$ cat config.mk
export PLATFORM = sky130hd
export DESIGN_NAME = apb_fsm_controller
export DESIGN_NICKNAME = d
export VERILOG_FILES = /design/src/rtl/apb_fsm_controller.sv
export SDC_FILE = /design/constraint.sdc
export NUM_CORES = 1
export LEC_CHECK = 0
export ABC_AREA = 0
export CORE_MARGIN = 2
export CORE_UTILIZATION = 35
export CTS_BUF_LIST = sky130_fd_sc_hd__clkbuf_8
export DETAILED_ROUTE_END_ITERATION = 8
export MAX_ROUTING_LAYER = met4
export PLACE_DENSITY_LB_ADDON = 0.05
export SLEW_MARGIN = 10
export SYNTH_ARGS = -nofsm -noshare
export SYNTH_HDL_FRONTEND = slang
export SYNTH_SLANG_ARGS = --single-unit
export TNS_END_PERCENT = 30
$ cat constraint.sdc
create_clock -name hclk -period 2.7 [get_ports hclk]
set_input_delay 0.54 -clock hclk [delete_from_list [all_inputs] [get_ports hclk]]
set_output_delay 0.54 -clock hclk [all_outputs]
set_load 0.02 [all_outputs]
$ cat src/rtl/apb_fsm_controller.sv
// APB master sequencer for the AHB-to-APB bridge: walks SETUP/ENABLE phases
// from the AHB-side valid flag and pipelined address/data copies, stalling AHB via hready_out.
module apb_fsm_controller #(
   parameter int ADDR_W = 32,
   parameter int DATA_W = 32,
   parameter int NSEL   = 3
) (
   input  logic              hclk,
   input  logic              hresetn,
   input  logic              valid,
   input  logic              hwrite,
   input  logic              hwrite_reg,
   input  logic [ADDR_W-1:0] haddr,
   input  logic [ADDR_W-1:0] haddr_1,
   input  logic [ADDR_W-1:0] haddr_2,
   input  logic [DATA_W-1:0] hwdata,
   input  logic [DATA_W-1:0] hwdata_1,
   output logic              pwrite,
   output logic              penable,
   output logic [NSEL-1:0]   psel,
   output logic [ADDR_W-1:0] paddr,
   output logic [DATA_W-1:0] pwdata,
   output logic              hready_out
);

   typedef enum logic [2:0] {
      ST_IDLE, ST_WWAIT, ST_READ, ST_WRITE, ST_WRITEP,
      ST_RENABLE, ST_WENABLE, ST_WENABLEP
   } state_t;

   state_t              state, state_nxt;
   logic                bad_state;
   logic                pwrite_nxt, penable_nxt, hready_nxt;
   logic [NSEL-1:0]     psel_nxt;
   logic [ADDR_W-1:0]   paddr_nxt, waddr;
   logic [DATA_W-1:0]   pwdata_nxt, wdata;

   // Slaves live in 64 MB windows from 0x8000_0000; index comes from addr[27:26].
   function automatic logic [NSEL-1:0] decode(input logic [ADDR_W-1:0] a);
      logic [NSEL-1:0] s;
      s = '0;
      if (a[ADDR_W-1 -: 4] == 4'h8)
         for (int i = 0; i < NSEL; i++)
            if (int'(a[ADDR_W-5 -: 2]) == i) s[i] = 1'b1;
      return s;
   endfunction

   always_comb begin
      state_nxt = state;
      bad_state = 1'b0;
      case (state)
         ST_IDLE:     if (valid) state_nxt = hwrite ? ST_WWAIT : ST_READ;
         ST_WWAIT:    state_nxt = valid ? ST_WRITEP : ST_WRITE;
         ST_READ:     state_nxt = ST_RENABLE;
         ST_WRITE:    state_nxt = valid ? ST_WENABLEP : ST_WENABLE;
         ST_WRITEP:   state_nxt = ST_WENABLEP;
         ST_RENABLE, ST_WENABLE: begin
            if (valid) state_nxt = hwrite ? ST_WWAIT : ST_READ;
            else       state_nxt = ST_IDLE;
         end
         ST_WENABLEP: begin
            if (!hwrite_reg) state_nxt = ST_READ;
            else if (valid)  state_nxt = ST_WRITEP;
            else             state_nxt = ST_WRITE;
         end
         default: begin
            state_nxt = ST_IDLE;
            bad_state = 1'b1;
         end
      endcase
   end

   // A write re-entered from WENABLEP is one beat deeper in the AHB pipeline.
   assign waddr = (state == ST_WENABLEP) ? haddr_2  : haddr_1;
   assign wdata = (state == ST_WENABLEP) ? hwdata_1 : hwdata;

   always_comb begin
      psel_nxt    = psel;
      penable_nxt = penable;
      pwrite_nxt  = pwrite;
      paddr_nxt   = paddr;
      pwdata_nxt  = pwdata;
      hready_nxt  = hready_out;
      case (state_nxt)
         ST_READ: begin
            paddr_nxt   = haddr;
            pwrite_nxt  = 1'b0;
            psel_nxt    = decode(haddr);
            penable_nxt = 1'b0;
            hready_nxt  = 1'b0;
         end
         ST_WRITE, ST_WRITEP: begin
            paddr_nxt   = waddr;
            pwdata_nxt  = wdata;
            pwrite_nxt  = 1'b1;
            psel_nxt    = decode(waddr);
            penable_nxt = 1'b0;
            hready_nxt  = 1'b0;
         end
         ST_RENABLE, ST_WENABLE, ST_WENABLEP: begin
            penable_nxt = 1'b1;
            hready_nxt  = 1'b1;
         end
         default: begin
            psel_nxt    = '0;
            penable_nxt = 1'b0;
            hready_nxt  = 1'b1;
         end
      endcase
      if (bad_state) begin
         psel_nxt    = '0;
         penable_nxt = 1'b0;
         pwrite_nxt  = 1'b0;
         paddr_nxt   = '0;
         pwdata_nxt  = '0;
         hready_nxt  = 1'b1;
      end
   end

   always_ff @(posedge hclk or negedge hresetn) begin
      if (!hresetn) begin
         state      <= ST_IDLE;
         psel       <= '0;
         penable    <= 1'b0;
         pwrite     <= 1'b0;
         paddr      <= '0;
         pwdata     <= '0;
         hready_out <= 1'b1;
      end else begin
         state      <= state_nxt;
         psel       <= psel_nxt;
         penable    <= penable_nxt;
         pwrite     <= pwrite_nxt;
         paddr      <= paddr_nxt;
         pwdata     <= pwdata_nxt;
         hready_out <= hready_nxt;
      end
   end

endmodule
==> out/metrics.sh, run 1 <==
POSTROUTEWIRELENGTH_UM=11810
FIN_WORST_HOLD_SLACK_PS=329.1
LAYOUT.CELLS.NON_FILLER=748
GRT_MAX_DEGREE=76
DESIGN.FINAL.NETS=766
TIGHTESTPINTRANSITION_PS=924.3
PORT-BUFFER-COUNT=234
YS.FLOP_TYPE='sky130_fd_sc_hd__dfrtp_1'
SORT_OF_ELEMENT_AT_THE_START_OF_THE_CRITICAL_PATH='primary input'
FIRST_PASS_ITERS=4
LAYOUT_WORST_PATH_CYCLE_SHARE_PCT=87.09
CLKSLEWWORSTSETUPHOLDPATHS_PS=70
FINAL.SETUP_SKEW_PS=5.775
CTS.HTREE.LEVELS=3
GRTUSAGEMET3_PCT=4.954
ANTENNA_LEFT=0
POWERDENSITY_nW_PER_UM2=1138
P_LEAK_nW=3.072
GRT.OVERFLOW.TOTAL=0
MAX_CLOCK_FREQ_GHz=0.4253
ROUTABILITYCONGESTION=0.8435
POST-PLACE-CELLS=733
CP_MAX_FO=10
POST_SYNTH_NUM_CELL_TYPES=39
WIRE_PER_INST_UM=15.79
FLOORPLAN.DIE.WIDTH_UM=111.6
IRDROPWORSTVDD_mV=0.5520
DRT_ITER0_MARKERS=125
SYNTH-SEQ-CELLS=73
TOTAL_NUMBER_OF_VIAS=3600
MAXCAPVIOLATIONS=0
GRT_PASS1_VIAS=3590
FIN_CRIT_PS=2351
SETUP_VIOLATIONS=0
YOSYSWARNINGCOUNT=0
GROUTE.LAYER.MET2.USAGE_PCT=30.41
GRT_USE_TOTAL_PCT=19.52
ANTENNA_CELLS_INSERTED=0
SYN-CELL-AREA_UM2=4053
ARRIVAL_PS=2570
TIMING.SLEW.HEADROOM_PCT=38.38
FP.DIEH_UM=111.6
FLOORPLAN.INITIALDENSITY_PCT=35.64
POST_ROUTE_CELLS_DRIVE_ABOVE_1_SHARE_PCT=10.08
PLACEMENT_ROWS=39
CORE_UM2=11370
FINAL_UTIL_PCT=58.57
ASYNC_RESET_FF_SHARE_PCT=100.0
CLOCKROOTBUFFER='sky130_fd_sc_hd__clkbuf_8'
TNS_PS=0
SYNTHESIS.INSTANCES=377
ANTENNA_FOUND_INITIAL=0
SYNTHESIS.AREA_PER_INSTANCE_UM2=10.75
CRITICAL_PATH_CLASS='in -> reg'
NUMCLOCKSINKS=73
CRITPATHCAPTURETYPE='flip-flop'
CTS.REPAIR.RESIZED=0
DRC_ERRORS=0
GRT_PASS1_WL_UM=19010
CLOCK_TREE.BUFFER_DEPTH=2
FINAL_HPWL_DP_UM=9077
TIMING.HOLD.WORST.CLASS='in -> async'
MAPPEDNETLISTNETS=542
CTS_HOLD_BUFFERS=0
GRT_BUSIEST_LAYER='met2'
SYNTH_ENABLE_FLOP_CELLS=0
VIASPERCELL=4.813
WORSTSKEWPAIRLATENCY_PS=340
SYN_TO_FINAL_GROWTH_PCT=64.31
DIEAREA_UM2=12460
RSZ0062_AT_GRT='no'
TRITONCTS='yes'
CTS_MADE_BUFFERS=9
IOPINCOUNT=235
CP_DATA_REQUIRED_TIME_PS=2920
GR-USAGE-MET1_PCT=24.84
SYNTH.YOSYS.SEQ_AREA_SHARE_PCT=45.11
CTS_SETUP_BUFFERS=0
SLEW_VIOL_FINAL=0
STATUS='finished clean'
NUMBER_OF_ENDPOINTS_WITH_NEGATIVE_HOLD_SLACK_IN_THE_FINAL_REPORT=0
[flip-flops by register name (all words and copies together), names as in the netlist]
signal and cells:
pwrite 1, pwdata 32, paddr 32, penable 1, hready_out 1, state 3
psel 3
[per-stage QoR]
stage,setup WS [ps],power [mW],area [um2]
finish,348.6,7.579,6659
global route,272.3,8.080,6659
CTS,370.5,7.677,6659
detailed placement,7.429,6.788,6464
global placement,32.09,6.688,6464
floorplan,595.5,5.138,4053
[final cells by class]
type                            count  area, um2
Fill cell                        1007       4711
Timing Repair Buffer              242       2450
Multi-Input combinational cell    270       1988
Sequential cell                    73       1828
Tap cell                          143      178.9
Clock buffer                       11      151.4
Clock inverter                      4      43.79
Inverter                            5      18.77
[cell usage after synthesis, types with 2 or more instances]
cell type                  count  area, um2
sky130_fd_sc_hd__dfrtp_1      72       1802
sky130_fd_sc_hd__nor2_1       66      247.7
sky130_fd_sc_hd__a21oi_1      65      325.3
sky130_fd_sc_hd__mux2i_1      65      650.6
sky130_fd_sc_hd__mux2_4       27      405.4
sky130_fd_sc_hd__buf_2         8      40.04
sky130_fd_sc_hd__nand2b_1      7      43.79
sky130_fd_sc_hd__buf_1         5      18.77
sky130_fd_sc_hd__clkbuf_1      5      18.77
sky130_fd_sc_hd__inv_1         5      18.77
sky130_fd_sc_hd__mux2_2        5      56.30
sky130_fd_sc_hd__nand2_1       5      18.77
sky130_fd_sc_hd__clkbuf_8      4      55.05
sky130_fd_sc_hd__o21ai_0       4      20.02
sky130_fd_sc_hd__a22o_1        3      26.28
sky130_fd_sc_hd__buf_12        3      60.06
sky130_fd_sc_hd__buf_6         3      33.78
sky130_fd_sc_hd__nand3_1       3      15.01
sky130_fd_sc_hd__a221o_1       2      20.02
[cells by family (layout without fill, tap and decap cells)]
logic type,after synthesis,in the layout,share of synthesized area [%]
AOI/OAI and AO/OA,82,82,11.24
xor gates and xnor gates,1,1,0.2162
buffers and inverters,34,262,6.360
DFF,73,73,45.11
muxes,97,97,27.45
and+or+nand+nor,90,90,9.633
[power by group]
group	internal, mW	switching, mW
sequential	1.66	0.353
clock	0.466	0.385
combinational	2.46	2.25
[worst paths after layout]
| check | startpoint | endpoint | slack (ps) | depth (start not counted) |
|---|---|---|---|---|
| max in group asynchronous | hresetn | paddr[10] | 1760 | 1 |
| min in group hclk | paddr[0] | paddr[0] | 510 | 1 |
| worst min-delay path | hresetn | pwdata[1] | 330 | 1 |
| worst max register to register | state[1] | paddr[25] | 460 | 6 |
| worst max-delay path | valid | paddr[25] | 350 | 7 |
| worst min register to register | paddr[0] | paddr[0] | 510 | 1 |
[worst max-delay path, stage by stage]
cell,delay [ps]
sky130_fd_sc_hd__clkdlybuf4s50_1,620
sky130_fd_sc_hd__nand2b_1,90
sky130_fd_sc_hd__a22o_1,230
sky130_fd_sc_hd__a221o_1,310
sky130_fd_sc_hd__a22o_2,280
sky130_fd_sc_hd__buf_4,200
sky130_fd_sc_hd__mux2_4,300
[layout by cell type, fill, tap and decap left out, types with 2 or more instances in the layout]
master                            instances
sky130_fd_sc_hd__clkbuf_8                11
sky130_fd_sc_hd__inv_1                    6
sky130_fd_sc_hd__a221o_1                  2
sky130_fd_sc_hd__a21oi_1                 65
sky130_fd_sc_hd__buf_4                    5
sky130_fd_sc_hd__nand2b_1                 7
sky130_fd_sc_hd__clkdlybuf4s50_1        233
sky130_fd_sc_hd__nand2_1                  5
sky130_fd_sc_hd__buf_12                   4
sky130_fd_sc_hd__nor2_1                  66
sky130_fd_sc_hd__mux2_2                   5
sky130_fd_sc_hd__clkinv_2                 2
sky130_fd_sc_hd__mux2_4                  27
sky130_fd_sc_hd__a22o_1                   2
sky130_fd_sc_hd__o21ai_0                  4
sky130_fd_sc_hd__mux2i_1                 65
sky130_fd_sc_hd__nand3_1                  2
sky130_fd_sc_hd__dfrtp_1                 72
[metal layers]
layer | wire [um] | vias up
met3 | 876 | 17
met4 | 221 | 0
met1 | 5146 | 1656
met2 | 5564 | 159
li1 | - | 1768
met5 | 0 | -
(Power assumes the default switching activity.)
==> run 2: changes to the inputs <==
--- a/config.mk
+++ b/config.mk
@@ -6,9 +6,11 @@
 export NUM_CORES = 1
 export LEC_CHECK = 0
 export ABC_AREA = 0
+export CAP_MARGIN = 15
 export CORE_MARGIN = 2
 export CORE_UTILIZATION = 35
 export CTS_BUF_LIST = sky130_fd_sc_hd__clkbuf_8
+export CTS_CLUSTER_DIAMETER = 40
 export DETAILED_ROUTE_END_ITERATION = 8
 export MAX_ROUTING_LAYER = met4
 export PLACE_DENSITY_LB_ADDON = 0.05
==> results of run 2 <==
Final layout, timing and power as in run 1 (identical DEF).
